## src/rtl/rx_burst_ctrl_if.sv

```systemverilog
// Receive-burst control bundle: enable/detect/lock inputs toward the controller,
// datapath gate, burst pulses and state code back out.
interface rx_burst_ctrl_if;
  logic       enable;
  logic       SD_flag;
  logic       sync_lock;
  logic       rx_en;
  logic       burst_start;
  logic       burst_end;
  logic       burst_abort;
  logic [2:0] state;

  modport master (
    output enable, SD_flag, sync_lock,
    input  rx_en, burst_start, burst_end, burst_abort, state
  );

  modport slave (
    input  enable, SD_flag, sync_lock,
    output rx_en, burst_start, burst_end, burst_abort, state
  );
endinterface

```

## src/rtl/rx_burst_ctrl.sv

```systemverilog
// Burst receive controller: debounce signal detect, wait for frame lock, bound burst length, hold off.
// Define RX_BURST_STATS_EN to add saturating burst/abort/end statistics counters.
module rx_burst_ctrl #(
  parameter int CNT_WIDTH = 16
) (
  input  logic                 clk,
  input  logic                 rst,
  rx_burst_ctrl_if.slave       rx_if,
  input  logic [CNT_WIDTH-1:0] RX_ARM_CYCLES,
  input  logic [CNT_WIDTH-1:0] RX_LOCK_TIMEOUT,
  input  logic [CNT_WIDTH-1:0] RX_MAX_LEN,
  input  logic [CNT_WIDTH-1:0] RX_HOLDOFF
`ifdef RX_BURST_STATS_EN
  ,
  output logic [15:0]          stat_bursts,
  output logic [15:0]          stat_aborts,
  output logic [15:0]          stat_ends
`endif
);

  typedef logic [CNT_WIDTH-1:0] cnt_t;
  localparam cnt_t ONE = cnt_t'(1);

  typedef enum logic [2:0] {
    S_IDLE = 3'd0,
    S_ARM  = 3'd1,
    S_ACQ  = 3'd2,
    S_RX   = 3'd3,
    S_HOLD = 3'd4
  } state_t;

  state_t state_q;
  logic   rx_en_q, start_q, end_q, abort_q;
  cnt_t   arm_cnt_q, lock_cnt_q, len_cnt_q, hold_cnt_q;
  cnt_t   arm_lim_q, lock_lim_q, len_lim_q, hold_lim_q;

  function automatic cnt_t sat_inc(cnt_t v);
    return (v == '1) ? v : v + ONE;
  endfunction

  // Cycle budgets are stored as "last allowed index"; a zero budget still spends one cycle.
  function automatic cnt_t last_idx(cnt_t v);
    return (v == '0) ? '0 : v - ONE;
  endfunction

  always_ff @(posedge clk) begin
    if (!rst) begin
      state_q    <= S_IDLE;
      rx_en_q    <= 1'b0;
      start_q    <= 1'b0;
      end_q      <= 1'b0;
      abort_q    <= 1'b0;
      arm_cnt_q  <= '0;
      lock_cnt_q <= '0;
      len_cnt_q  <= '0;
      hold_cnt_q <= '0;
      arm_lim_q  <= '0;
      lock_lim_q <= '0;
      len_lim_q  <= '0;
      hold_lim_q <= '0;
    end else begin
      start_q <= 1'b0;
      end_q   <= 1'b0;
      abort_q <= 1'b0;
      if (!rx_if.enable) begin
        if (state_q == S_ACQ || state_q == S_RX) abort_q <= 1'b1;
        state_q <= S_IDLE;
        rx_en_q <= 1'b0;
      end else begin
        case (state_q)
          S_IDLE: begin
            if (rx_if.SD_flag) begin
              arm_lim_q  <= (RX_ARM_CYCLES == '0) ? ONE : RX_ARM_CYCLES;
              lock_lim_q <= last_idx(RX_LOCK_TIMEOUT);
              len_lim_q  <= last_idx(RX_MAX_LEN);
              hold_lim_q <= last_idx(RX_HOLDOFF);
              arm_cnt_q  <= ONE;
              state_q    <= S_ARM;
            end
          end
          S_ARM: begin
            if (!rx_if.SD_flag) begin
              state_q <= S_IDLE;
            end else if (arm_cnt_q >= arm_lim_q) begin
              state_q    <= S_ACQ;
              rx_en_q    <= 1'b1;
              start_q    <= 1'b1;
              lock_cnt_q <= '0;
            end else begin
              arm_cnt_q <= sat_inc(arm_cnt_q);
            end
          end
          S_ACQ: begin
            // Detect loss and timeout both outrank a simultaneous lock.
            if (!rx_if.SD_flag || lock_cnt_q >= lock_lim_q) begin
              state_q    <= S_HOLD;
              rx_en_q    <= 1'b0;
              abort_q    <= 1'b1;
              hold_cnt_q <= '0;
            end else if (rx_if.sync_lock) begin
              state_q   <= S_RX;
              len_cnt_q <= '0;
            end else begin
              lock_cnt_q <= sat_inc(lock_cnt_q);
            end
          end
          S_RX: begin
            if (!rx_if.SD_flag || len_cnt_q >= len_lim_q) begin
              state_q    <= S_HOLD;
              rx_en_q    <= 1'b0;
              end_q      <= !rx_if.SD_flag;
              abort_q    <= rx_if.SD_flag;
              hold_cnt_q <= '0;
            end else begin
              len_cnt_q <= sat_inc(len_cnt_q);
            end
          end
          S_HOLD: begin
            if (hold_cnt_q >= hold_lim_q) begin
              state_q <= S_IDLE;
            end else begin
              hold_cnt_q <= sat_inc(hold_cnt_q);
            end
          end
          default: begin
            state_q <= S_IDLE;
            rx_en_q <= 1'b0;
          end
        endcase
      end
    end
  end

  assign rx_if.state       = state_q;
  assign rx_if.rx_en       = rx_en_q;
  assign rx_if.burst_start = start_q;
  assign rx_if.burst_end   = end_q;
  assign rx_if.burst_abort = abort_q;

`ifdef RX_BURST_STATS_EN
  logic [15:0] stat_bursts_q, stat_bursts_d;
  logic [15:0] stat_aborts_q, stat_aborts_d;
  logic [15:0] stat_ends_q,   stat_ends_d;

  always_comb begin
    stat_bursts_d = stat_bursts_q;
    stat_aborts_d = stat_aborts_q;
    stat_ends_d   = stat_ends_q;
    if (start_q && stat_bursts_q != 16'hFFFF) stat_bursts_d = stat_bursts_q + 16'd1;
    if (abort_q && stat_aborts_q != 16'hFFFF) stat_aborts_d = stat_aborts_q + 16'd1;
    if (end_q   && stat_ends_q   != 16'hFFFF) stat_ends_d   = stat_ends_q + 16'd1;
  end

  always_ff @(posedge clk) begin
    if (!rst) begin
      stat_bursts_q <= '0;
      stat_aborts_q <= '0;
      stat_ends_q   <= '0;
    end else begin
      stat_bursts_q <= stat_bursts_d;
      stat_aborts_q <= stat_aborts_d;
      stat_ends_q   <= stat_ends_d;
    end
  end

  assign stat_bursts = stat_bursts_q;
  assign stat_aborts = stat_aborts_q;
  assign stat_ends   = stat_ends_q;
`endif

endmodule
```

## src/flat_wrapper.sv

```systemverilog
// flat-port wrapper written by rule: the top's interface ports become plain ports
module rx_burst_ctrl_flat 
#(
  parameter int CNT_WIDTH = 16
)
  (clk, rst, RX_ARM_CYCLES, RX_LOCK_TIMEOUT, RX_MAX_LEN, RX_HOLDOFF, rx_if_enable, rx_if_SD_flag, rx_if_sync_lock, rx_if_rx_en, rx_if_burst_start, rx_if_burst_end, rx_if_burst_abort, rx_if_state);
  rx_burst_ctrl_if rx_if_i ();
  input  logic clk;
  input  logic rst;
  input  logic [CNT_WIDTH-1:0] RX_ARM_CYCLES;
  input  logic [CNT_WIDTH-1:0] RX_LOCK_TIMEOUT;
  input  logic [CNT_WIDTH-1:0] RX_MAX_LEN;
  input  logic [CNT_WIDTH-1:0] RX_HOLDOFF;
  input wire logic [$bits(rx_if_i.enable)-1:0] rx_if_enable;
  input wire logic [$bits(rx_if_i.SD_flag)-1:0] rx_if_SD_flag;
  input wire logic [$bits(rx_if_i.sync_lock)-1:0] rx_if_sync_lock;
  output wire logic [$bits(rx_if_i.rx_en)-1:0] rx_if_rx_en;
  output wire logic [$bits(rx_if_i.burst_start)-1:0] rx_if_burst_start;
  output wire logic [$bits(rx_if_i.burst_end)-1:0] rx_if_burst_end;
  output wire logic [$bits(rx_if_i.burst_abort)-1:0] rx_if_burst_abort;
  output wire logic [$bits(rx_if_i.state)-1:0] rx_if_state;
  assign rx_if_i.enable = rx_if_enable;
  assign rx_if_i.SD_flag = rx_if_SD_flag;
  assign rx_if_i.sync_lock = rx_if_sync_lock;
  assign rx_if_rx_en = rx_if_i.rx_en;
  assign rx_if_burst_start = rx_if_i.burst_start;
  assign rx_if_burst_end = rx_if_i.burst_end;
  assign rx_if_burst_abort = rx_if_i.burst_abort;
  assign rx_if_state = rx_if_i.state;
  rx_burst_ctrl #(.CNT_WIDTH(CNT_WIDTH)) u_core (.clk(clk), .rst(rst), .rx_if(rx_if_i), .RX_ARM_CYCLES(RX_ARM_CYCLES), .RX_LOCK_TIMEOUT(RX_LOCK_TIMEOUT), .RX_MAX_LEN(RX_MAX_LEN), .RX_HOLDOFF(RX_HOLDOFF));
endmodule
```

## config.mk

```make
export PLATFORM = sky130hd
export DESIGN_NAME = rx_burst_ctrl_flat
export DESIGN_NICKNAME = d
export VERILOG_FILES = /design/src/rtl/rx_burst_ctrl_if.sv /design/src/rtl/rx_burst_ctrl.sv /design/src/flat_wrapper.sv
export SDC_FILE = /design/constraint.sdc
export NUM_CORES = 1
export LEC_CHECK = 0
export ABC_CLOCK_PERIOD_IN_PS = 3200
export CAP_MARGIN = 20
export CORE_MARGIN = 8
export CORE_UTILIZATION = 40
export DETAILED_ROUTE_END_ITERATION = 7
export HOLD_SLACK_MARGIN = 0.15
export PLACE_DENSITY_LB_ADDON = 0.1
export SLEW_MARGIN = 10
export SYNTH_ARGS = -nofsm -noshare
export SYNTH_HDL_FRONTEND = slang
export SYNTH_SLANG_ARGS = --single-unit
```

## constraint.sdc

```tcl
create_clock -name clk -period 3.2 [get_ports clk]
set_clock_uncertainty 0.1 [all_clocks]
set_input_delay 0.64 -clock clk [delete_from_list [all_inputs] [get_ports clk]]
set_output_delay 0.64 -clock clk [all_outputs]
set_load 0.01 [all_outputs]
```

# Word level (Yosys, flattened, before mapping)
# Index checks and enable logic that the tools add are counted.
# W data, S select, Z words.
classes:
  reduce_logical: 24
  eq_ne: 26
  n_bitwise: 1
  addsub: 7
  order_cmp: 4
  mux: 44
ops:
  columns: ["op", "count"]
  rows:
  - ["$mux W16", 21]
  - ["$pmux W16 S2", 3]
  - ["$add A16 B1 Y16 const B", 4]
  - ["$eq A16 B16 Y1 const B", 4]
  - ["$ge A16 B16 Y1", 4]
  - ["$logic_not A16 Y1", 4]
  - ["$pmux W16 S3", 1]
  - ["$sub A16 B1 Y16 const B", 3]
  - ["$ne A2 B2 Y1 const B", 14]
  - ["$mux W3", 7]
  - ["$reduce_and A6 Y1", 3]
  - ["$pmux W3 S5", 1]
  - ["$reduce_and A5 Y1", 2]
  - ["$mux W1", 9]
  - ["$reduce_and A4 Y1", 2]
  - ["$reduce_and A7 Y1", 1]
  - ["$eq A3 B2 Y1 const B", 2]
  - ["$reduce_bool A2 Y1", 3]
  - ["$ne A2 B1 Y1 const B", 2]
  - ["$pmux W1 S4", 1]
  - ["$eq A3 B1 Y1 const B", 1]
  - ["$eq A3 B3 Y1 const B", 1]
  - ["$logic_not A3 Y1", 1]
  - ["$logic_or A1 B1 Y1", 3]
  - ["other kinds (9)", 9]
totals:
  input_bits: 69
  out_inout_bits: 7
  register_bits: 135
  wordCells: 119

# Logic depth before layout (Yosys ltp)
# Gate-level depths: netlist (run 1).
logic_depth:
  ltp_word: 5
  mapped_depth: 11
  depth_no_buf: 9

# Least setup slack after synthesis (run 1)
# OpenSTA, ideal clock, no wires.
synth_timing:
  path_type: "register to register"
  from: "reg u_core.arm_cnt_q[0]"
  to: "reg u_core.arm_cnt_q[13]"
  period_less_slack_ns: 2.694
  required_time_ns: 3.030
  stages_incl_launch_ff: 11
  arrival_ns: 2.523
  setup_slack_ns: 0.506
  setup_ns: 0.070
  n_path_buf: 1
  cell_sequence: "dfxtp_1 -> inv_1 -> ha_1 -> nand2b_4 -> a2111oi_4 -> a21oi_2 -> a311o_1 -> o211a_1 -> buf_6 -> or4_1 -> a21oi_1"
synth_between:
  elab_chain_len: 5
  elab_cells_between_ends: 10
  classes_between: "add/sub (1); order compare (1); eq/ne (3); mux (4); reduce/logical (1)"
synth_rtl:
  columns: ["item", "line_no", "source"]
  rows:
  - ["start, declared", "rx_burst_ctrl.sv:34", "cnt_t arm_cnt_q, lock_cnt_q, len_cnt_q, hold_cnt_q;"]
  - ["start signal, assigned", "rx_burst_ctrl.sv:90", "arm_cnt_q <= sat_inc(arm_cnt_q);"]
  - ["$add A16 B1 Y16", "rx_burst_ctrl.sv:38", "return (v == '1) ? v : v + ONE;"]
  - ["$mux W16", "rx_burst_ctrl.sv:38", null]
  - ["$mux W16", "rx_burst_ctrl.sv:84", "end else if (arm_cnt_q >= arm_lim_q) begin"]
  - ["$mux W16", "rx_burst_ctrl.sv:82", "if (!rx_if.SD_flag) begin"]
  - ["$pmux W16 S2", "rx_burst_ctrl.sv:70", "case (state_q)"]
# Parallel ways exist; a longest one is shown, timed or not. The select of a mux whose other input is x is not followed.
# A chain may end at the register's enable or synchronous reset.

# Final worst setup path (run 1)
# Ends and elaborated chain as after synthesis.

==> results of run 1 <==
## cells by family (layout without fill, tap and decap cells)
kind of cell | count (synthesis) | in the layout | synth area share
compound gates | 277 | 277 | 0.226
xor+xnor | 42 | 42 | 0.0450
fa+ha+maj | 71 | 71 | 0.109
buf+inv | 128 | 242 | 0.0628
flops | 135 | 135 | 0.331
mux | 3 | 3 | 0.00367
simple gates | 346 | 346 | 0.224
## critical path: stages, from the launching register on
cell and delay, ns:
dfxtp_1 0.33, inv_1 0.05, ha_1 0.26, nand2b_4 0.15
a2111oi_4 0.36, a21oi_2 0.06, a311o_1 0.39, o211a_1 0.51
or4_1 0.59, a21oi_1 0.14
## through the flow
stage | hold WS, ns | std cells | total power [mW]
6_report | 0.363 | 1386 | 4.51
5_1_grt | 0.395 | 1386 | 4.68
4_1_cts | 0.371 | 1386 | 4.54
3_5_place_dp | 0.357 | 1355 | 2.29
3_3_place_gp | 0.354 | 1355 | 2.29
2_1_floorplan | 0.332 | 1002 | 2.05
## power breakdown
part	internal [mW]	switching, mW	leakage (nW)
sequential	1.73	0.0129	1.09
combinational	0.241	0.277	2.26
clock	1.47	0.782	0.322
## final timing paths
check,startpoint,to,slack [ns],cells after the start
max,u_core.arm_cnt_q[0]$_SDFFE_PN0P_,u_core.arm_cnt_q[13]$_SDFFE_PN0P_,0.17,9
min,u_core.len_lim_q[0]$_SDFFE_PN0P_,u_core.len_lim_q[0]$_SDFFE_PN0P_,0.36,2
max reg2reg,u_core.arm_cnt_q[0]$_SDFFE_PN0P_,u_core.arm_cnt_q[13]$_SDFFE_PN0P_,0.17,9
min reg2reg,u_core.len_lim_q[0]$_SDFFE_PN0P_,u_core.len_lim_q[0]$_SDFFE_PN0P_,0.36,2
## cell usage after synthesis, drive strengths merged, types with 9 or more instances
cell type	instances	area, µm²
clkbuf	32	120
dfxtp	135	2700
o31ai	19	143
nor4	18	131
ha	71	888
nand4	16	100
a31oi	12	75.1
nor3	26	130
a211oi	9	67.6
inv	84	315
nor2	43	166
o22ai	49	307
and2	12	75.1
a21oi	50	254
and3	14	87.6
or3	15	93.8
o21ai	65	325
xnor2	32	280
o211ai	18	135
xor2	10	87.6
nand3	44	220
nand2	99	372
buf	12	77.6
or4	25	191
## per-layer routing
layer,global-route usage,up-vias
met5,0,-
met4,0.0506,0
met3,0.0321,16
met2,0.286,112
met1,0.218,3451
li1,-,3917
## flip-flops by register name (all words and copies together), names as in the netlist
register and cells:
u_core.rx_if.burst_start 1, u_core.hold_cnt_q 16, u_core.len_lim_q 16, u_core.rx_if.rx_en 1, u_core.arm_cnt_q 16, u_core.lock_cnt_q 16
u_core.rx_if.state 3, u_core.rx_if.burst_abort 1, u_core.len_cnt_q 16, u_core.lock_lim_q 16, u_core.arm_lim_q 16, u_core.hold_lim_q 16
u_core.rx_if.burst_end 1
## cell type report
cell class	instances	area, µm²	area share
multi-input combinational	739	4970	0.488
sequential	135	2700	0.266
timing repair buffer	127	1180	0.116
clock buffer	21	480	0.0472
tap	270	338	0.0332
inverter	84	315	0.0310
clock inverter	10	191	0.0188
==> run_results.csv, run 1 <==
group,metric,value,unit
layout,final_area,10200,µm²
layout,fin_nets,1244,
timing,rsz0062_at_grt,"false",
yosys,synth_nets,1142,
global_routing,grt_max_degree,42,
cts,cts_tree,"done",
drt,drc,0,
cts,numCtsBuffers,17,
timing,tns,0,ns
drt,wl_met2,10000,µm
power_and_ir_drop,ir_drop,0.266,mV
layout,synthToLayoutAreaGrowth,24.5,%
setup_path,path_class,"reg2reg",
yosys,async_flop_share,0,
place,io_buffers,75,
global_routing,grt_pass1_vias,7412,
layout,final_cell_mix,"dfxtp_1, nand2_1, inv_1",
timing,hold_violations,0,
floorplan,coreArea,20200,µm²
layout,drive_above_1_share,0.0950,
setup_path,end_kind,"register",
floorplan,die_h,159,µm
drt,viasPerCell,5.41,
yosys,yosys_register_bits,135,
yosys,synth.cell_area,8170,µm²
floorplan,initial_utilization,0.405,
drt,ant_nets,0,
layout,final_util,0.504,
cts,cts-root-buf,"clkbuf_16",
job,drv_cap,0,
setup_path,required,3.45,ns
floorplan,die_w,159,µm
cts,clkSinkCount,135,
floorplan,die_area,25300,µm²
setup_path,path_max_fanout,26,
setup_path,cp.arrival,3.28,ns
setup_path,cp-start-kind,"register",
global_routing,grt_pass1_wl,36500,µm
cts,holdBufCountCts,0,
place,hpwl,16100,µm
timing,min_period_over_period,0.947,
floorplan,pin_count,76,
cts,cts_max_level,4,
power_and_ir_drop,p_leak,3.68,nW
yosys,ys_types,68,
cts,clock_latency,0.43,ns
layout,layout_commonest_cell,"dfxtp_1",
place,pre_cts_ws,0.0545,ns
timing,worst_pin_slew,1.01,ns
drt,wl_met1,10400,µm
floorplan,rows,52,
yosys,yosys_warnings,0,
drt,vias,7496,
timing,fmax,330,MHz
cts,path_clk_slew,0.06,ns
timing,finalSetupViolations,0,
place,gp_routability_congestion,0.790,
yosys,avgSynthCellArea,8.16,µm²
global_routing,grt-ovfl-total,0,
layout,n_antenna_cell,0,
drt,wl_per_cell,15.4,µm
cts,post_cts_resized,0,
drt,drt_wl_total,21300,µm
timing,slew_viol_final,0,
yosys,synth_ff_type,"dfxtp_1",
yosys,synth_cells,1002,
status,status,"finished, final reports clean",
power_and_ir_drop,power.density,443,nW/µm²
timing,worst_slack,0.169,ns
drt,wl_met3,574,µm
timing,relSlewSlack,0.326,
global_routing,grt_use_total,0.170,
yosys,synth_edf_count,0,
place,placed_cell_area,9500,µm²
timing,post-route-min-period,3.03,ns
layout,fillers,1994,
drt,drt_iter0_markers,332,
cts,cts_buffer_depth,2,
hold_path,holdCritPathClass,"reg2reg",
yosys,ys_seq_area_frac,0.331,
drt,top_layer,"met4",
cts,post-cts-setup-buffer-count,0,
drt,dr.pass1.iters,5,
global_routing,grt_antenna_before_repair,0,
Note: power is estimated with default switching activity, not from simulation.
==> run 2: changes to the inputs <==
--- a/config.mk
+++ b/config.mk
@@ -8,7 +8,7 @@
 export ABC_CLOCK_PERIOD_IN_PS = 3200
 export CAP_MARGIN = 20
 export CORE_MARGIN = 8
-export CORE_UTILIZATION = 40
+export CORE_UTILIZATION = 58
 export DETAILED_ROUTE_END_ITERATION = 7
 export HOLD_SLACK_MARGIN = 0.15
 export PLACE_DENSITY_LB_ADDON = 0.1
==> run 2 against run 1 <==
Net effect:
- total power shrank 8.7%
- first-iteration DRC count is 73% higher
- hold slack better by 0.0094 ns
- clock power shrank 17%
- register-to-register slack improved by 0.04 ns
- cell count is 6.8% lower
- die area is 28% lower
- clock-buffer cell count shrank 1
- critical path type unchanged
- largest cell class unchanged
- highest routed layer unchanged
==> run_results.csv, run 2 (synthesis gave the netlist of run 1 again) <==
group,metric,value,unit
timing,finalSetupViolations,0,
layout,drive_above_1_share,0.0926,
layout,fillers,1089,
power_and_ir_drop,power.density,415,nW/µm²
setup_path,cp_slowest_stage_delay,0.44,ns
place,hpwl,15100,µm
status,status,"finished, final reports clean",
setup_path,cp-start-kind,"register",
floorplan,initial_utilization,0.591,
drt,viasPerCell,5.99,
power_and_ir_drop,power,4.12,mW
place,gp_routability_congestion,0.871,
floorplan,rows,43,
setup_path,path_class,"reg2reg",
timing,relSlewSlack,0.383,
floorplan,die_area,18100,µm²
layout,synthToLayoutAreaGrowth,21.3,%
setup_path,crit_family,"compound AO/OA/AOI/OAI gates",
job,drv_cap,0,
cts,path_clk_slew,0.06,ns
layout,n_antenna_cell,0,
setup_path,cp.arrival,3.20,ns
setup_path,end_kind,"register",
drt,ant_nets,0,
layout,final_cell_mix,"dfxtp_1, nand2_1, inv_1",
floorplan,coreArea,13800,µm²
global_routing,grt-ovfl-total,0,
hold_path,holdCritPathClass,"reg2reg",
place,io_buffers,75,
floorplan,die_h,135,µm
cts,cts_tree,"done",
cts,numCtsBuffers,17,
cts,clock_latency,0.42,ns
timing,hold_violations,0,
setup_path,cp_cell_sequence,"ha_1, nand4_1, or3_1, o311a_1, a21oi_1, o211ai_1, buf_4, o211ai_1, o21ai_0",
setup_path,worst-path-buf-inv,1,
timing,post-route-min-period,2.99,ns
global_routing,grt_use_total,0.227,
timing,fmax,335,MHz
cts,cts_max_level,4,
setup_path,cp_slowest_cell,"or3_1",
timing,min_period_over_period,0.934,
layout,layout_commonest_cell,"dfxtp_1",
global_routing,grt_antenna_before_repair,0,
drt,vias,7743,
drt,dr.pass1.iters,5,
setup_path,critPathMostFrequentCell,"o211ai_1",
drt,drt_wl_total,20000,µm
layout,final_cells,1292,
global_routing,grt_max_degree,31,
cts,cts-root-buf,"clkbuf_16",
drt,drc,0,
setup_path,path_depth,9,
timing,slew_viol_final,0,
drt,drt_iter0_markers,575,
global_routing,grt_pass1_wl,34500,µm
floorplan,die_w,135,µm
power_and_ir_drop,p_leak,3.59,nW
cts,clkSinkCount,135,
timing,worst_pin_slew,0.922,ns
power_and_ir_drop,ir_drop,0.388,mV
hold_path,holdPathStages,2,
place,dp_cells,1260,
global_routing,grt_pass1_vias,7339,
layout,fin_nets,1239,
drt,wl_per_cell,15.5,µm
setup_path,path_max_fanout,6,
cts,holdBufCountCts,0,
timing,tns,0,ns
timing,rsz0062_at_grt,"false",
setup_path,r2r_cells,9,
setup_path,required,3.41,ns
floorplan,pin_count,76,
cts,cts_buffer_depth,2,
[run 2: cell types whose count changed in the layout (fill, tap and decap cells not counted), sizes merged]
cell / previous run / this run
clkinv: 2 / 7
bufinv: 5 / 1
clkbuf: 21 / 20
clkinvlp: 2 / 4
buf: 52 / 47
inv: 85 / 84
[run 2: timing repair]
item,4_1_cts,5_1_grt
setup endpoints to repair,0,2
gates resized for setup,0,2
hold endpoints to repair,0,0
buffers inserted,0,0
[run 2: stage by stage]
| step | setup slack (ns) | instance area, µm² | hold WS, ns | util |
|---|---|---|---|---|
| after CTS | 0.201 | 9910 | 0.373 | 0.717 |
| after global placement | 0.113 | 9340 | 0.348 | 0.676 |
| final | 0.212 | 9910 | 0.373 | 0.717 |
| after floorplan | 0.506 | 8170 | 0.332 | - |
| after global routing | 0.0201 | 9910 | 0.393 | 0.717 |
| after detailed placement | 0.0631 | 9340 | 0.361 | 0.676 |
[run 2: where the power goes]
part	switching [mW]	internal (mW)
Combinational	0.271	0.235
Clock	0.747	1.12
Sequential	0.0132	1.73
[run 2: routing by layer]
metal | part of all wire | up-vias | global-route usage
met3 | 0.040 | 31 | 0.0401
li1 | - | 3915 | -
met4 | 0.021 | 0 | 0.0867
met5 | 0 | - | 0
met2 | 0.47 | 190 | 0.372
met1 | 0.47 | 3607 | 0.291
[run 2: path summary, 6_finish.rpt]
kind                                      from                                 end  slack (ns)
min reg2reg  u_core.lock_lim_q[1]$_SDFFE_PN0P_   u_core.lock_lim_q[1]$_SDFFE_PN0P_        0.37
max          u_core.len_cnt_q[10]$_SDFFE_PN0P_  u_core.hold_cnt_q[14]$_SDFFE_PN0P_        0.21
max reg2reg  u_core.len_cnt_q[10]$_SDFFE_PN0P_  u_core.hold_cnt_q[14]$_SDFFE_PN0P_        0.21
min          u_core.lock_lim_q[1]$_SDFFE_PN0P_   u_core.lock_lim_q[1]$_SDFFE_PN0P_        0.37
[run 2: cell type report]
| cell class | count | area [µm²] | area share |
|---|---|---|---|
| clock inverters | 12 | 103 | 0.0104 |
| repair buffers | 122 | 1130 | 0.114 |
| multi-input cells | 739 | 4970 | 0.501 |
| clock buffers | 20 | 467 | 0.0471 |
| flip-flops and latches | 135 | 2700 | 0.273 |
| inverters | 84 | 315 | 0.0318 |
| well taps | 180 | 225 | 0.0227 |
[run 2: worst register-to-register path, delay by kind of cell, from the launching register on]
family                   cells  cell delay [ns]
AO/OA/AOI/OAI                5             1.28
adder cells (fa/ha/maj)      1             0.32
AND/OR/NAND/NOR              2             0.59
flip-flops                   1             0.36
buffers and inverters        1             0.22
==> run 3: changes to the inputs <==
--- a/config.mk
+++ b/config.mk
@@ -5,13 +5,14 @@
 export SDC_FILE = /design/constraint.sdc
 export NUM_CORES = 1
 export LEC_CHECK = 0
-export ABC_CLOCK_PERIOD_IN_PS = 3200
+export ABC_CLOCK_PERIOD_IN_PS = 3900
 export CAP_MARGIN = 20
 export CORE_MARGIN = 8
-export CORE_UTILIZATION = 58
+export CORE_UTILIZATION = 60
 export DETAILED_ROUTE_END_ITERATION = 7
 export HOLD_SLACK_MARGIN = 0.15
 export PLACE_DENSITY_LB_ADDON = 0.1
+export SKIP_LAST_GASP = 1
 export SLEW_MARGIN = 10
 export SYNTH_ARGS = -nofsm -noshare
 export SYNTH_HDL_FRONTEND = slang
==> constraint.sdc (replaced) <==
create_clock -name clk -period 3.9 [get_ports clk]
set_clock_uncertainty 0.1 [all_clocks]
set_input_delay 0.78 -clock clk [delete_from_list [all_inputs] [get_ports clk]]
set_output_delay 0.78 -clock clk [all_outputs]
set_load 0.01 [all_outputs]
==> run 3 against run 2 <==
Net effect:
- combinational power is 22% lower
- non-clock buffer count decreased by 33
- total power decreased by 17%
- fmax is 8.1% lower
- sequential power decreased by 18%
==> run_results.csv, run 3 (synthesis gave the netlist of run 1 again) <==
group,metric,value,unit
timing,tns,0,ns
global_routing,grt_pass1_vias,7209,
job,drv_cap,0,
global_routing,met2_usage,0.369,
layout,fin_nets,1206,
cts,cts_tree,"done",
layout,synthToLayoutAreaGrowth,18.0,%
global_routing,grt_pass1_wl,33800,µm
power_and_ir_drop,clkPwrFrac,0.464,
power_and_ir_drop,p_int,2.59,mW
layout,n_antenna_cell,0,
drt,vias,7598,
cts,post_cts_resized,0,
drt,drt_wl_total,20100,µm
cts,post-cts-setup-buffer-count,0,
floorplan,initial_utilization,0.615,
setup_path,r2r_cells,9,
floorplan,coreArea,13300,µm²
drt,dr.pass1.iters,5,
cts,cts-root-buf,"clkbuf_16",
hold_path,holdCritPathClass,"reg2reg",
timing,fmax,308,MHz
power_and_ir_drop,ir_drop,0.361,mV
power_and_ir_drop,comb_power_share,0.116,
drt,drc,0,
global_routing,grt_use_total,0.229,
floorplan,die_w,133,µm
setup_path,path_max_fanout,28,
timing,hold_violations,0,
cts,path_clk_slew,0.06,ns
setup_path,path_class,"reg2reg",
drt,wl_per_cell,16.0,µm
layout,final_cell_mix,"dfxtp_1, nand2_1, inv_1",
place,hpwl,14700,µm
floorplan,die_area,17600,µm²
global_routing,grt_max_degree,34,
setup_path,cp.arrival,3.49,ns
layout,final_util,0.726,
layout,drive_above_1_share,0.0630,
global_routing,grt_antenna_before_repair,0,
timing,relSlewSlack,0.318,
cts,numCtsBuffers,17,
global_routing,grt_use_met1,0.291,
cts,cts_buffer_depth,2,
floorplan,rows,42,
setup_path,r2r_slack,0.65,ns
timing,post-route-min-period,3.25,ns
drt,viasPerCell,6.05,
timing,worst_pin_slew,1.02,ns
setup_path,rr_endpoint,"u_core.arm_cnt_q[13]$_SDFFE_PN0P_",
status,status,"finished, final reports clean",
power_and_ir_drop,p_sw_frac,0.239,
cts,clkSinkCount,135,
drt,ant_nets,0,
power_and_ir_drop,p_leak,3.45,nW
power_and_ir_drop,power.density,353,nW/µm²
layout,layout_commonest_cell,"dfxtp_1",
global_routing,grt-ovfl-total,0,
timing,whs,0.382,ns
drt,drt_iter0_markers,632,
place,gp_routability_congestion,0.867,
global_routing,grt-busiest-layer,"met2",
timing,slew_viol_final,0,
floorplan,pin_count,76,
power_and_ir_drop,switchingPower,0.813,mW
cts,cts_max_level,4,
timing,rsz0062_at_grt,"false",
floorplan,die_h,133,µm
cts,holdBufCountCts,0,
setup_path,setup.worst_path.end,"u_core.arm_cnt_q[13]$_SDFFE_PN0P_",
timing,finalSetupViolations,0,
power_and_ir_drop,seq_power_share,0.420,
setup_path,crit_start,"u_core.arm_cnt_q[0]$_SDFFE_PN0P_",
place,io_buffers,75,
setup_path,required,4.14,ns
setup_path,r2r_start,"u_core.arm_cnt_q[0]$_SDFFE_PN0P_",
timing,min_period_over_period,0.833,
layout,fillers,1062,
global_routing,grt_use_met3,0.0579,
setup_path,end_kind,"register",
cts,clock_latency,0.41,ns
setup_path,cp-start-kind,"register",
==> run 3: worst min-delay path by stage <==
stage / startpoint / end / slack [ns] / cells after the start
after floorplan: u_core.hold_lim_q[0]$_SDFFE_PN0P_ / u_core.hold_lim_q[0]$_SDFFE_PN0P_ / 0.33 / 2
after global placement: u_core.len_lim_q[0]$_SDFFE_PN0P_ / u_core.len_lim_q[0]$_SDFFE_PN0P_ / 0.35 / 2
after detailed placement: u_core.lock_lim_q[0]$_SDFFE_PN0P_ / u_core.lock_lim_q[0]$_SDFFE_PN0P_ / 0.37 / 2
after CTS: u_core.arm_lim_q[11]$_SDFFE_PN0P_ / u_core.arm_lim_q[11]$_SDFFE_PN0P_ / 0.38 / 2
after global routing: u_core.lock_lim_q[6]$_SDFFE_PN0P_ / u_core.lock_lim_q[6]$_SDFFE_PN0P_ / 0.40 / 2
final: u_core.arm_lim_q[6]$_SDFFE_PN0P_ / u_core.arm_lim_q[6]$_SDFFE_PN0P_ / 0.38 / 2
==> run 3: worst max-delay path, stage by stage (launching register included) <==
cell	delay, ns
dfxtp_1	0.44
inv_1	0.08
ha_1	0.30
nand2b_4	0.16
a2111oi_4	0.35
a21oi_2	0.07
a311o_1	0.38
o211a_1	0.55
or4_1	0.61
a21oi_1	0.14
==> run 3: metal layers <==
layer / vias to the layer above / wire, µm
met5: - / 0
met4: 0 / 380
met3: 31 / 926
met2: 160 / 9390
met1: 3550 / 9360
li1: 3857 / -
==> run 3: stage by stage <==
step / cell area (µm²) / setup slack (ns) / power, mW / cells
2_1_floorplan: 8170 / 1.09 / 1.69 / 1002
3_3_place_gp: 9060 / 0.420 / 1.84 / 1223
3_5_place_dp: 9060 / 0.373 / 1.85 / 1223
4_1_cts: 9650 / 0.696 / 3.42 / 1255
5_1_grt: 9650 / 0.523 / 3.53 / 1255
6_report: 9650 / 0.650 / 3.40 / 1255
==> run 3: cell type report <==
class / instances / area (µm²) / area share
sequential: 135 / 2700 / 0.280
timing repair buffer: 89 / 856 / 0.0887
tap: 176 / 220 / 0.0228
clock inverter: 10 / 100 / 0.0104
inverter: 84 / 315 / 0.0327
multi-input combinational: 739 / 4970 / 0.515
clock buffer: 22 / 484 / 0.0502
==> run 3: power by group through the flow <==
stage / Clock [mW] / Combinational [mW] / Sequential (mW)
after detailed placement: 0 / 0.389 / 1.46
final: 1.58 / 0.395 / 1.43
after global placement: 0 / 0.382 / 1.46
after global routing: 1.67 / 0.436 / 1.43
after CTS: 1.60 / 0.393 / 1.43
after floorplan: 0 / 0.229 / 1.46
